File: config.mk
export PLATFORM = sky130hd
export DESIGN_NAME = fp_mult_collect
export DESIGN_NICKNAME = d
export VERILOG_FILES = /design/src/rtl/fp_pkg.sv /design/src/rtl/fp_result_fifo.sv /design/src/rtl/fp_mult_collect.sv
export SDC_FILE = /design/constraint.sdc
export NUM_CORES = 1
export LEC_CHECK = 0
export BUFFER_PORTS_ARGS = -buffer_cell sky130_fd_sc_hd__buf_4
export CORE_MARGIN = 10
export CORE_UTILIZATION = 63
export CTS_BUF_LIST = sky130_fd_sc_hd__clkbuf_16
export DETAILED_ROUTE_END_ITERATION = 6
export PLACE_DENSITY = 0.87
export SLEW_MARGIN = 20
export SYNTH_ARGS = -nofsm -noshare
export SYNTH_HDL_FRONTEND = slang
export SYNTH_HIERARCHICAL = 1
export SYNTH_SLANG_ARGS = --single-unit
File: constraint.sdc
create_clock -name clk -period 6.75 [get_ports clk]
set_input_delay 0.3375 -clock clk [delete_from_list [all_inputs] [get_ports clk]]
set_output_delay 0.3375 -clock clk [all_outputs]
set_load 0.05 [all_outputs]
File: src/rtl/fp_pkg.sv
`default_nettype none
// ============================================================================
// Module   : fp_pkg
// Purpose  : Shared binary32 definitions: field limits, result class codes
//            and a classification helper used by the floating-point stages.
// Revision : 1.0 - initial release
// ============================================================================
package fp_pkg;

    localparam logic [7:0] FP_EXP_MAX = 8'hFF;
    localparam int         FP_FRAC_W  = 23;
    localparam int         FP_WORD_W  = 32;
    localparam int         FP_CLASS_W = 3;

    localparam logic [FP_CLASS_W-1:0] FPC_ZERO = 3'd0;
    localparam logic [FP_CLASS_W-1:0] FPC_SUBN = 3'd1;
    localparam logic [FP_CLASS_W-1:0] FPC_NORM = 3'd2;
    localparam logic [FP_CLASS_W-1:0] FPC_INF  = 3'd3;
    localparam logic [FP_CLASS_W-1:0] FPC_QNAN = 3'd4;
    localparam logic [FP_CLASS_W-1:0] FPC_SNAN = 3'd5;

    // Sign is deliberately ignored: +0/-0 and +inf/-inf share a class.
    function automatic logic [FP_CLASS_W-1:0] fp_classify(input logic [FP_WORD_W-1:0] v);
        logic [7:0]           exp_f;
        logic [FP_FRAC_W-1:0] frac_f;
        logic [FP_CLASS_W-1:0] cls;
        exp_f  = v[30:23];
        frac_f = v[FP_FRAC_W-1:0];
        if (exp_f == 8'h00) begin
            cls = (frac_f == '0) ? FPC_ZERO : FPC_SUBN;
        end else if (exp_f != FP_EXP_MAX) begin
            cls = FPC_NORM;
        end else if (frac_f == '0) begin
            cls = FPC_INF;
        end else if (frac_f[FP_FRAC_W-1]) begin
            cls = FPC_QNAN;
        end else begin
            cls = FPC_SNAN;
        end
        return cls;
    endfunction

    // Infinities and both NaN flavours count as exceptional results.
    function automatic logic fp_is_exc(input logic [FP_CLASS_W-1:0] cls);
        return (cls == FPC_INF) || (cls == FPC_QNAN) || (cls == FPC_SNAN);
    endfunction

endpackage
`default_nettype wire

File: src/rtl/fp_result_fifo.sv
`default_nettype none
// ============================================================================
// Module   : fp_result_fifo
// Purpose  : Small synchronous FIFO for classified results.
// Ports    : clk, rst_n         - clock, asynchronous active-low reset
//            i_push, i_push_data - write strobe and payload
//            o_valid, i_ready    - read-side handshake (pop on both high)
//            o_data              - head entry, held while not popped
//            o_occ               - current number of stored entries
// Revision : 1.0 - initial release
// ============================================================================
module fp_result_fifo #(
    parameter int DEPTH = 4,
    parameter int WIDTH = 35
) (
    input  logic                       clk,
    input  logic                       rst_n,
    input  logic                       i_push,
    input  logic [WIDTH-1:0]           i_push_data,
    output logic                       o_valid,
    input  logic                       i_ready,
    output logic [WIDTH-1:0]           o_data,
    output logic [$clog2(DEPTH):0]     o_occ
);

    localparam int                  c_addr_w  = $clog2(DEPTH);
    localparam logic [c_addr_w:0]   c_ptr_one = 1;

    logic [WIDTH-1:0]  r_mem [DEPTH];
    logic [c_addr_w:0] r_wr_ptr;
    logic [c_addr_w:0] r_rd_ptr;

    logic w_empty;
    logic w_full;
    logic w_push;
    logic w_pop;

    // Pointers carry one extra wrap bit: equal pointers mean empty, equal
    // addresses with differing wrap bits mean full.
    assign w_empty = (r_wr_ptr == r_rd_ptr);
    assign w_full  = (r_wr_ptr[c_addr_w] != r_rd_ptr[c_addr_w]) &&
                     (r_wr_ptr[c_addr_w-1:0] == r_rd_ptr[c_addr_w-1:0]);
    assign w_push  = i_push && !w_full;
    assign w_pop   = !w_empty && i_ready;

    always_ff @(posedge clk or negedge rst_n) begin
        if (!rst_n) begin
            r_wr_ptr <= '0;
            r_rd_ptr <= '0;
            for (int i = 0; i < DEPTH; i++) begin
                r_mem[i] <= '0;
            end
        end else begin
            if (w_push) begin
                r_mem[r_wr_ptr[c_addr_w-1:0]] <= i_push_data;
                r_wr_ptr <= r_wr_ptr + c_ptr_one;
            end
            if (w_pop) begin
                r_rd_ptr <= r_rd_ptr + c_ptr_one;
            end
        end
    end

    // Head is read straight out of storage registers, so it only moves on a
    // pop and reads as zero after reset.
    assign o_valid = !w_empty;
    assign o_data  = r_mem[r_rd_ptr[c_addr_w-1:0]];
    assign o_occ   = r_wr_ptr - r_rd_ptr;

endmodule
`default_nettype wire

File: src/rtl/fp_mult_collect.sv
`default_nettype none
// ============================================================================
// Module   : fp_mult_collect
// Purpose  : Collects fp_mult results: tracks issued products through a valid
//            delay line, classifies each result on capture and queues it with
//            valid/ready output. Credit back-pressure keeps every tracked
//            product guaranteed a FIFO slot.
// Ports    : clk, rst_n               - clock, asynchronous active-low reset
//            in_valid, issue_ready    - issue handshake toward the issuer
//            y                        - fp_mult result word
//            out_valid/out_ready      - result handshake
//            out_data, out_class      - head result and its class code
//            exc_count, exc_clr       - saturating inf/NaN counter and clear
//            drop                     - sticky lost-issue flag
// Revision : 1.0 - initial release
// ============================================================================
module fp_mult_collect
    import fp_pkg::*;
#(
    parameter int MULT_LATENCY = 2,
    parameter int FIFO_DEPTH   = 4
) (
    input  logic                  clk,
    input  logic                  rst_n,
    input  logic                  in_valid,
    output logic                  issue_ready,
    input  logic [FP_WORD_W-1:0]  y,
    output logic                  out_valid,
    input  logic                  out_ready,
    output logic [FP_WORD_W-1:0]  out_data,
    output logic [FP_CLASS_W-1:0] out_class,
    output logic [7:0]            exc_count,
    input  logic                  exc_clr,
    output logic                  drop
);

    localparam int                 c_occ_w   = $clog2(FIFO_DEPTH) + 1;
    localparam int                 c_sum_w   = 6;
    localparam int                 c_entry_w = FP_CLASS_W + FP_WORD_W;
    localparam logic [c_sum_w-1:0] c_depth   = FIFO_DEPTH[c_sum_w-1:0];
    localparam logic [7:0]         c_exc_max = 8'hFF;

    logic [MULT_LATENCY-1:0] r_vld_pipe;
    logic [7:0]              r_exc_count;
    logic                    r_drop;

    logic                    w_accept;
    logic                    w_capture;
    logic [FP_CLASS_W-1:0]   w_class;
    logic [c_sum_w-1:0]      w_inflight;
    logic [c_occ_w-1:0]      w_occ;
    logic [c_sum_w-1:0]      w_credit_used;
    logic [c_entry_w-1:0]    w_head;

    // Every product in the delay line already owns a FIFO slot, so only
    // registered state is counted and the decision never depends on in_valid.
    always_comb begin
        w_inflight = '0;
        for (int i = 0; i < MULT_LATENCY; i++) begin
            w_inflight = w_inflight + {{(c_sum_w-1){1'b0}}, r_vld_pipe[i]};
        end
    end

    assign w_credit_used = {{(c_sum_w-c_occ_w){1'b0}}, w_occ} + w_inflight;
    assign issue_ready   = (w_credit_used < c_depth);
    assign w_accept      = in_valid && issue_ready;
    assign w_capture     = r_vld_pipe[MULT_LATENCY-1];
    assign w_class       = fp_classify(y);

    generate
        if (MULT_LATENCY == 1) begin : g_lat_one
            always_ff @(posedge clk or negedge rst_n) begin
                if (!rst_n) begin
                    r_vld_pipe <= '0;
                end else begin
                    r_vld_pipe <= w_accept;
                end
            end
        end else begin : g_lat_multi
            always_ff @(posedge clk or negedge rst_n) begin
                if (!rst_n) begin
                    r_vld_pipe <= '0;
                end else begin
                    r_vld_pipe <= {r_vld_pipe[MULT_LATENCY-2:0], w_accept};
                end
            end
        end
    endgenerate

    // Clear has priority over a same-cycle exceptional capture.
    always_ff @(posedge clk or negedge rst_n) begin
        if (!rst_n) begin
            r_exc_count <= '0;
        end else if (exc_clr) begin
            r_exc_count <= '0;
        end else if (w_capture && fp_is_exc(w_class) && (r_exc_count != c_exc_max)) begin
            r_exc_count <= r_exc_count + 8'd1;
        end
    end

    always_ff @(posedge clk or negedge rst_n) begin
        if (!rst_n) begin
            r_drop <= 1'b0;
        end else if (in_valid && !issue_ready) begin
            r_drop <= 1'b1;
        end
    end

    fp_result_fifo #(
        .DEPTH (FIFO_DEPTH),
        .WIDTH (c_entry_w)
    ) u_fifo (
        .clk         (clk),
        .rst_n       (rst_n),
        .i_push      (w_capture),
        .i_push_data ({w_class, y}),
        .o_valid     (out_valid),
        .i_ready     (out_ready),
        .o_data      (w_head),
        .o_occ       (w_occ)
    );

    assign out_data  = w_head[FP_WORD_W-1:0];
    assign out_class = w_head[c_entry_w-1:FP_WORD_W];
    assign exc_count = r_exc_count;
    assign drop      = r_drop;

endmodule
`default_nettype wire
# [After elaboration in Yosys (flattened, before gate mapping)]
# Index checks and enable logic that the tools add are counted.
[classes] bitwise=2 n_lt_le_gt_ge=4 muxes=13 addsub=6 eq_ne=8 reduce_logical=16
[ops] op="140-bit bitwise mux" n=1
[ops] op="35-bit 2-to-1 mux" n=3
[ops] op="35-bit binary-select mux with 2-bit select" n=1
[ops] op="35-bit demux with 2-bit select" n=1
[ops] op="23-bit logical NOT" n=1
[ops] op="8-bit 2-to-1 mux" n=2
[ops] op="8-bit != test (second input constant)" n=2
[ops] op="3-bit 2-to-1 mux" n=3
[ops] op="8-bit by 1-bit adder with 8-bit output (second input constant)" n=1
[ops] op="1-bit logical AND" n=8
[ops] op="8-bit logical NOT" n=1
[ops] op="3-bit by 1-bit adder with 3-bit output (second input constant)" n=2
[ops] op="3-bit equality test (second input constant)" n=2
[ops] op="3-bit >= comparator (second input constant)" n=2
[ops] op="2-bit NOT with 3-bit output" n=2
[ops] op="3-bit by 2-bit adder with 4-bit output" n=1
[ops] op="4-bit by 3-bit < comparator with 1-bit output (second input constant)" n=1
[ops] op="3-bit by 2-bit equality test with 1-bit output (second input constant)" n=1
[ops] op="3-bit equality test" n=1
[ops] op="1-bit logical NOT" n=3
[ops] op="3-bit by 1-bit < comparator with 1-bit output (second input constant)" n=1
[ops] op="3-bit subtractor" n=1
[ops] op="1-bit by 1-bit adder with 2-bit output" n=1
[ops] op="2-bit equality test" n=1
[ops] op="4 further kinds" n=6
[totals] ff_bits=157 out_inout_bits=46 inputBits=37 wordCells=58

# [Longest topological paths before layout]
[depth] word_depth=11 mapped_depth=9 ltp_nobuf=7

# [Modules after synthesis]
# The synthesis kept the hierarchy.
[modules_own_cells] module="fp_result_fifo" cells_per_inst=382 seq_area_each_um2=3653.5 n_inst=1 area_per_inst_um2=6511.2
[modules_own_cells] module="fp_mult_collect" cells_per_inst=77 seq_area_each_um2=275.3 n_inst=1 area_per_inst_um2=679.4

# [Worst setup path before layout]
# Ideal clock, no wire load.
[synth_path] kind="register to register" start="register u_fifo.r_rd_ptr[1]" end="register u_fifo/r_mem[100] in the netlist's numbering" setup_slack_ns=4.057 setup_ns=0.125 t_required_ns=6.625 t_arrival_ns=2.569 path_stages_with_launch=10 period_less_slack_ns=2.693 n_path_buf=4 path_cell_list="dfrtp_1 clkbuf_1 clkbuf_1 inv_1 ha_1 and2_2 buf_2 a21oi_2 buf_6 mux2_2"
[synth_via] elab_chain_cells=4
[synth_lines] element="start: declaration" line_no="fp_result_fifo.sv:31" source="logic [c_addr_w:0] r_rd_ptr;"
[synth_lines] element="start signal: assignment" line_no="fp_result_fifo.sv:59" source="r_rd_ptr <= r_rd_ptr + c_ptr_one;"
[synth_lines] element="2-bit equality test" line_no="fp_result_fifo.sv:42" source="(r_wr_ptr[c_addr_w-1:0] == r_rd_ptr[c_addr_w-1:0]);"
[synth_lines] element="1-bit logical AND" line_no="fp_result_fifo.sv:41" source="assign w_full = (r_wr_ptr[c_addr_w] != r_rd_ptr[c_addr_w]) &&"
[synth_lines] element="1-bit logical NOT" line_no="fp_result_fifo.sv:43" source="assign w_push = i_push && !w_full;"
[synth_lines] element="1-bit logical AND" line_no="fp_result_fifo.sv:43"
[synth_lines] element="end signal: indexed assignment" line_no="fp_result_fifo.sv:55" source="r_mem[r_wr_ptr[c_addr_w-1:0]] <= i_push_data;"
[synth_lines] element="end: declaration" line_no="fp_result_fifo.sv:29" source="logic [WIDTH-1:0] r_mem [DEPTH];"
# Every way passes these cells.
# A chain may end at the register's enable or synchronous reset.

# [Final worst setup path]
[layout_path] start="register u_fifo.r_rd_ptr[1]" end="register u_fifo/r_mem[28] in the netlist's numbering"
# Same word-level chain as after synthesis.

==> results.toml <==
[critical_path]
cp_data_required_time_ns = 7.06
worst_r2r_startpoint = "u_fifo/r_rd_ptr[1]$_DFFE_PN0P_"
worst-setup-path-type = "register to register"
crit_path_launch = "u_fifo/r_rd_ptr[1]$_DFFE_PN0P_"
critical_path.startpoint_type = "register"
crit_path_top_delay_cell = "sky130_fd_sc_hd__dfrtp_2"
cp_cell_sequence = "inv_1 > ha_1 > and2_2 > a21oi_4 > buf_4 > mux2_2"
critical_path_peak_fanout = 39
critical_path.endpoint_type = "register"
critPathMaxStageDelay_ns = 1.04
critical_path_arrival_ns = 3.41

[placed_design]
port_buffers = 82
place_worst_setup_slack_ns = 3.672
post-dp-hpwl_um = 10070
routabilityCongestion = 0.7494

[grt]
first_global_vias = 4797
grtUsageTotal_pct = 19.90
grt-ovfl-total = 0
grt_pass1_wl_um = 25520
pin_count_of_the_biggest_net_entering_global_routing = 101
initial_antenna_violation_count = 0

[die]
dieHeight_um = 126.8
dieArea_um2 = 16090
floorplan.core_area_um2 = 10980
die_x_um = 126.8
initial_core_util_pct = 65.47
rows = 38
ioPinCount = 83

[timing]
final.setup_skew_ns = 0.009979
timing.hold.ws_ns = -0.03324
final_cycle_utilization_of_the_critical_path_pct = 45.96
timing.setup.tns_ns = 0
hold_viol = 9
timing_worst_slew_pin_value_ns = 1.016
fin_crit_ns = 3.103
timing.slew.headroom_pct = 32.27
slew_viol_final = 0
fmax_ghz = 0.3223
setup_ws_ns = 3.647
unrepaired_setup_endpoints_after_global_routing = "no"
setup_viol = 0

[synthesis]
syn-instance-count = 459
synthesis.area_per_instance_um2 = 15.67
post_synth_instance_area_um2 = 7191
ys_dominant_reg_cell = "sky130_fd_sc_hd__dfrtp_1"
share_of_synthesized_area_occupied_by_flip_flops_and_latches_pct = 54.64
asyncSetResetFlopFracSynth_pct = 100.0
synth-seq-cells = 157
mapped_nets = 506
synth-edff-count = 0
synth.lib_cells_used.distinct = 38
synth.yosys.warnings = 6

[outcome]
outcome = "finished, violations left"
failing_checks = "negative hold slack"

[final_layout]
final_layout_size_suffix_gt1_share_pct = 55.58
syn2layout_area_growth_pct = 17.47
final_core_utilization_pct = 76.91
layout.nets = 590
fill_cells = 634
antenna_cells_inserted = 0

[detailed_routing]
post_drt_via_cell_ratio = 6.240
route.layer.met1.wl_um = 6521
met2WireLength_um = 7978
route.met3.wl_um = 779
firstDrtPassIters = 4
wirelength_um = 15600
highest-signal-layer = "met4"
avgRoutedWirePerCell_um = 22.41
post-route-drc-count = 0
route.antenna.remaining_nets = 0
route.vias.total = 4343
drt_iter0_drc = 330

[cts]
cts_resized = 0
holdBufCountCts = 0
clk_lat_worst_skew_ns = 0.43
post_cts.repair.setup_buffers = 0
cts-buffers-inserted = 17
ctsRootBufferMaster = "sky130_fd_sc_hd__clkbuf_16"
htree_num_levels = 4
cts_tree = "yes"
buffer_levels_on_the_longest_clock_path = 2
cts.sink_count = 157
clkSlewWorstSetupHoldPaths_ns = 0.06

[worst_hold_path]
type_of_the_worst_min_delay_path = "input pin to async pin"

[job]
maxCapViolations = 0
cells by family (layout without fill, tap and decap cells):
group | count (synthesis) | after routing | share of synthesized area, %
and+or+nand+nor | 49 | 49 | 3.793
muxes | 177 | 177 | 33.20
DFF | 157 | 157 | 54.64
AOI/OAI and AO/OA | 29 | 29 | 2.697
xor gates and xnor gates | 5 | 5 | 0.7134
buffers and inverters | 32 | 129 | 3.114
adders and majority gates | 10 | 10 | 1.844
state kept, by name, indices dropped and copies added, names as in the netlist:
signal	count
u_fifo/r_mem	140
u_fifo/r_rd_ptr	3
u_fifo/r_wr_ptr	3
r_vld_pipe	2
drop	1
exc_count	8
stage by stage:
step / std cells / cell area (µm²)
after floorplan: 459 / 7191
after global placement: 664 / 7873
after detailed placement: 664 / 7873
after CTS: 696 / 8447
after global routing: 696 / 8447
final: 696 / 8447
critical path: cells and delay by family (launching register included):
family	cells	cell delay, ns
DFF	1	1.04
and+or+nand+nor	1	0.27
buffers and inverters	2	0.54
AOI/OAI and AO/OA	1	0.40
muxes	1	0.39
adders and majority gates	1	0.32
cell type report:
cell class                      count  area [µm²]  area share [%]
Sequential cell                   157        3931           46.54
Inverter                            9       33.78          0.3999
Clock inverter                     15       148.9           1.763
Multi-Input combinational cell    270        3068           36.32
Clock buffer                       17       425.4           5.036
Tap cell                          140       175.2           2.074
Timing Repair Buffer               88       664.4           7.866
layout by cell type (no fill, tap or decap), types with 2 or more instances in the layout:
cell	instances
sky130_fd_sc_hd__nor4_1	7
sky130_fd_sc_hd__nand2_1	12
sky130_fd_sc_hd__nor2_1	4
sky130_fd_sc_hd__a21oi_1	8
sky130_fd_sc_hd__a211o_1	2
sky130_fd_sc_hd__nor3_1	6
sky130_fd_sc_hd__dfrtp_2	2
sky130_fd_sc_hd__or3_1	3
sky130_fd_sc_hd__ha_1	9
sky130_fd_sc_hd__clkinvlp_4	3
sky130_fd_sc_hd__clkbuf_16	17
sky130_fd_sc_hd__buf_4	87
sky130_fd_sc_hd__xnor2_1	4
sky130_fd_sc_hd__clkinv_2	3
sky130_fd_sc_hd__inv_1	9
sky130_fd_sc_hd__o21ai_0	6
sky130_fd_sc_hd__mux2_2	142
sky130_fd_sc_hd__dfrtp_1	155
sky130_fd_sc_hd__nand4_1	5
sky130_fd_sc_hd__bufinv_16	2
sky130_fd_sc_hd__mux4_2	35
sky130_fd_sc_hd__and3_2	2
sky130_fd_sc_hd__a21oi_4	4
sky130_fd_sc_hd__clkinv_1	2
sky130_fd_sc_hd__o31ai_1	3
sky130_fd_sc_hd__or4_1	3
sky130_fd_sc_hd__clkinv_4	4
metal layers:
layer / track usage [%] / up-vias
li1: - / 1879
met1: 23.63 / 2312
met2: 33.20 / 123
met3: 5.581 / 29
met4: 8.640 / 0
met5: 0 / -
worst paths after layout:
kind                                             endpoint  slack, ns  cells past startpoint
min reg2reg                       r_vld_pipe[1]$_DFF_PN0_       0.40                      0
max reg2reg                  u_fifo/r_mem[28]$_DFFE_PN0P_       3.65                      6
min in group clk                  r_vld_pipe[0]$_DFF_PN0_       0.13                      2
min                         u_fifo/r_mem[123]$_DFFE_PN0P_      -0.03                      1
max in group asynchronous  u_fifo/r_rd_ptr[1]$_DFFE_PN0P_       5.41                      2
max                          u_fifo/r_mem[28]$_DFFE_PN0P_       3.65                      6
cells in the mapped netlist (all sizes together), types with 5 or more instances:
| library cell | n | share of area, % |
|---|---|---|
| a21oi | 12 | 1.0 |
| buf | 19 | 2.4 |
| dfrtp | 157 | 55 |
| ha | 9 | 1.6 |
| inv | 9 | 0.47 |
| mux2 | 142 | 22 |
| mux4 | 35 | 11 |
| nand2 | 12 | 0.63 |
| nand4 | 5 | 0.44 |
| nor3 | 6 | 0.42 |
| nor4 | 7 | 0.61 |
| o21ai | 6 | 0.42 |
Power is not shown: default switching activity piles up to over one toggle a cycle in this logic, so the estimate is an artifact.
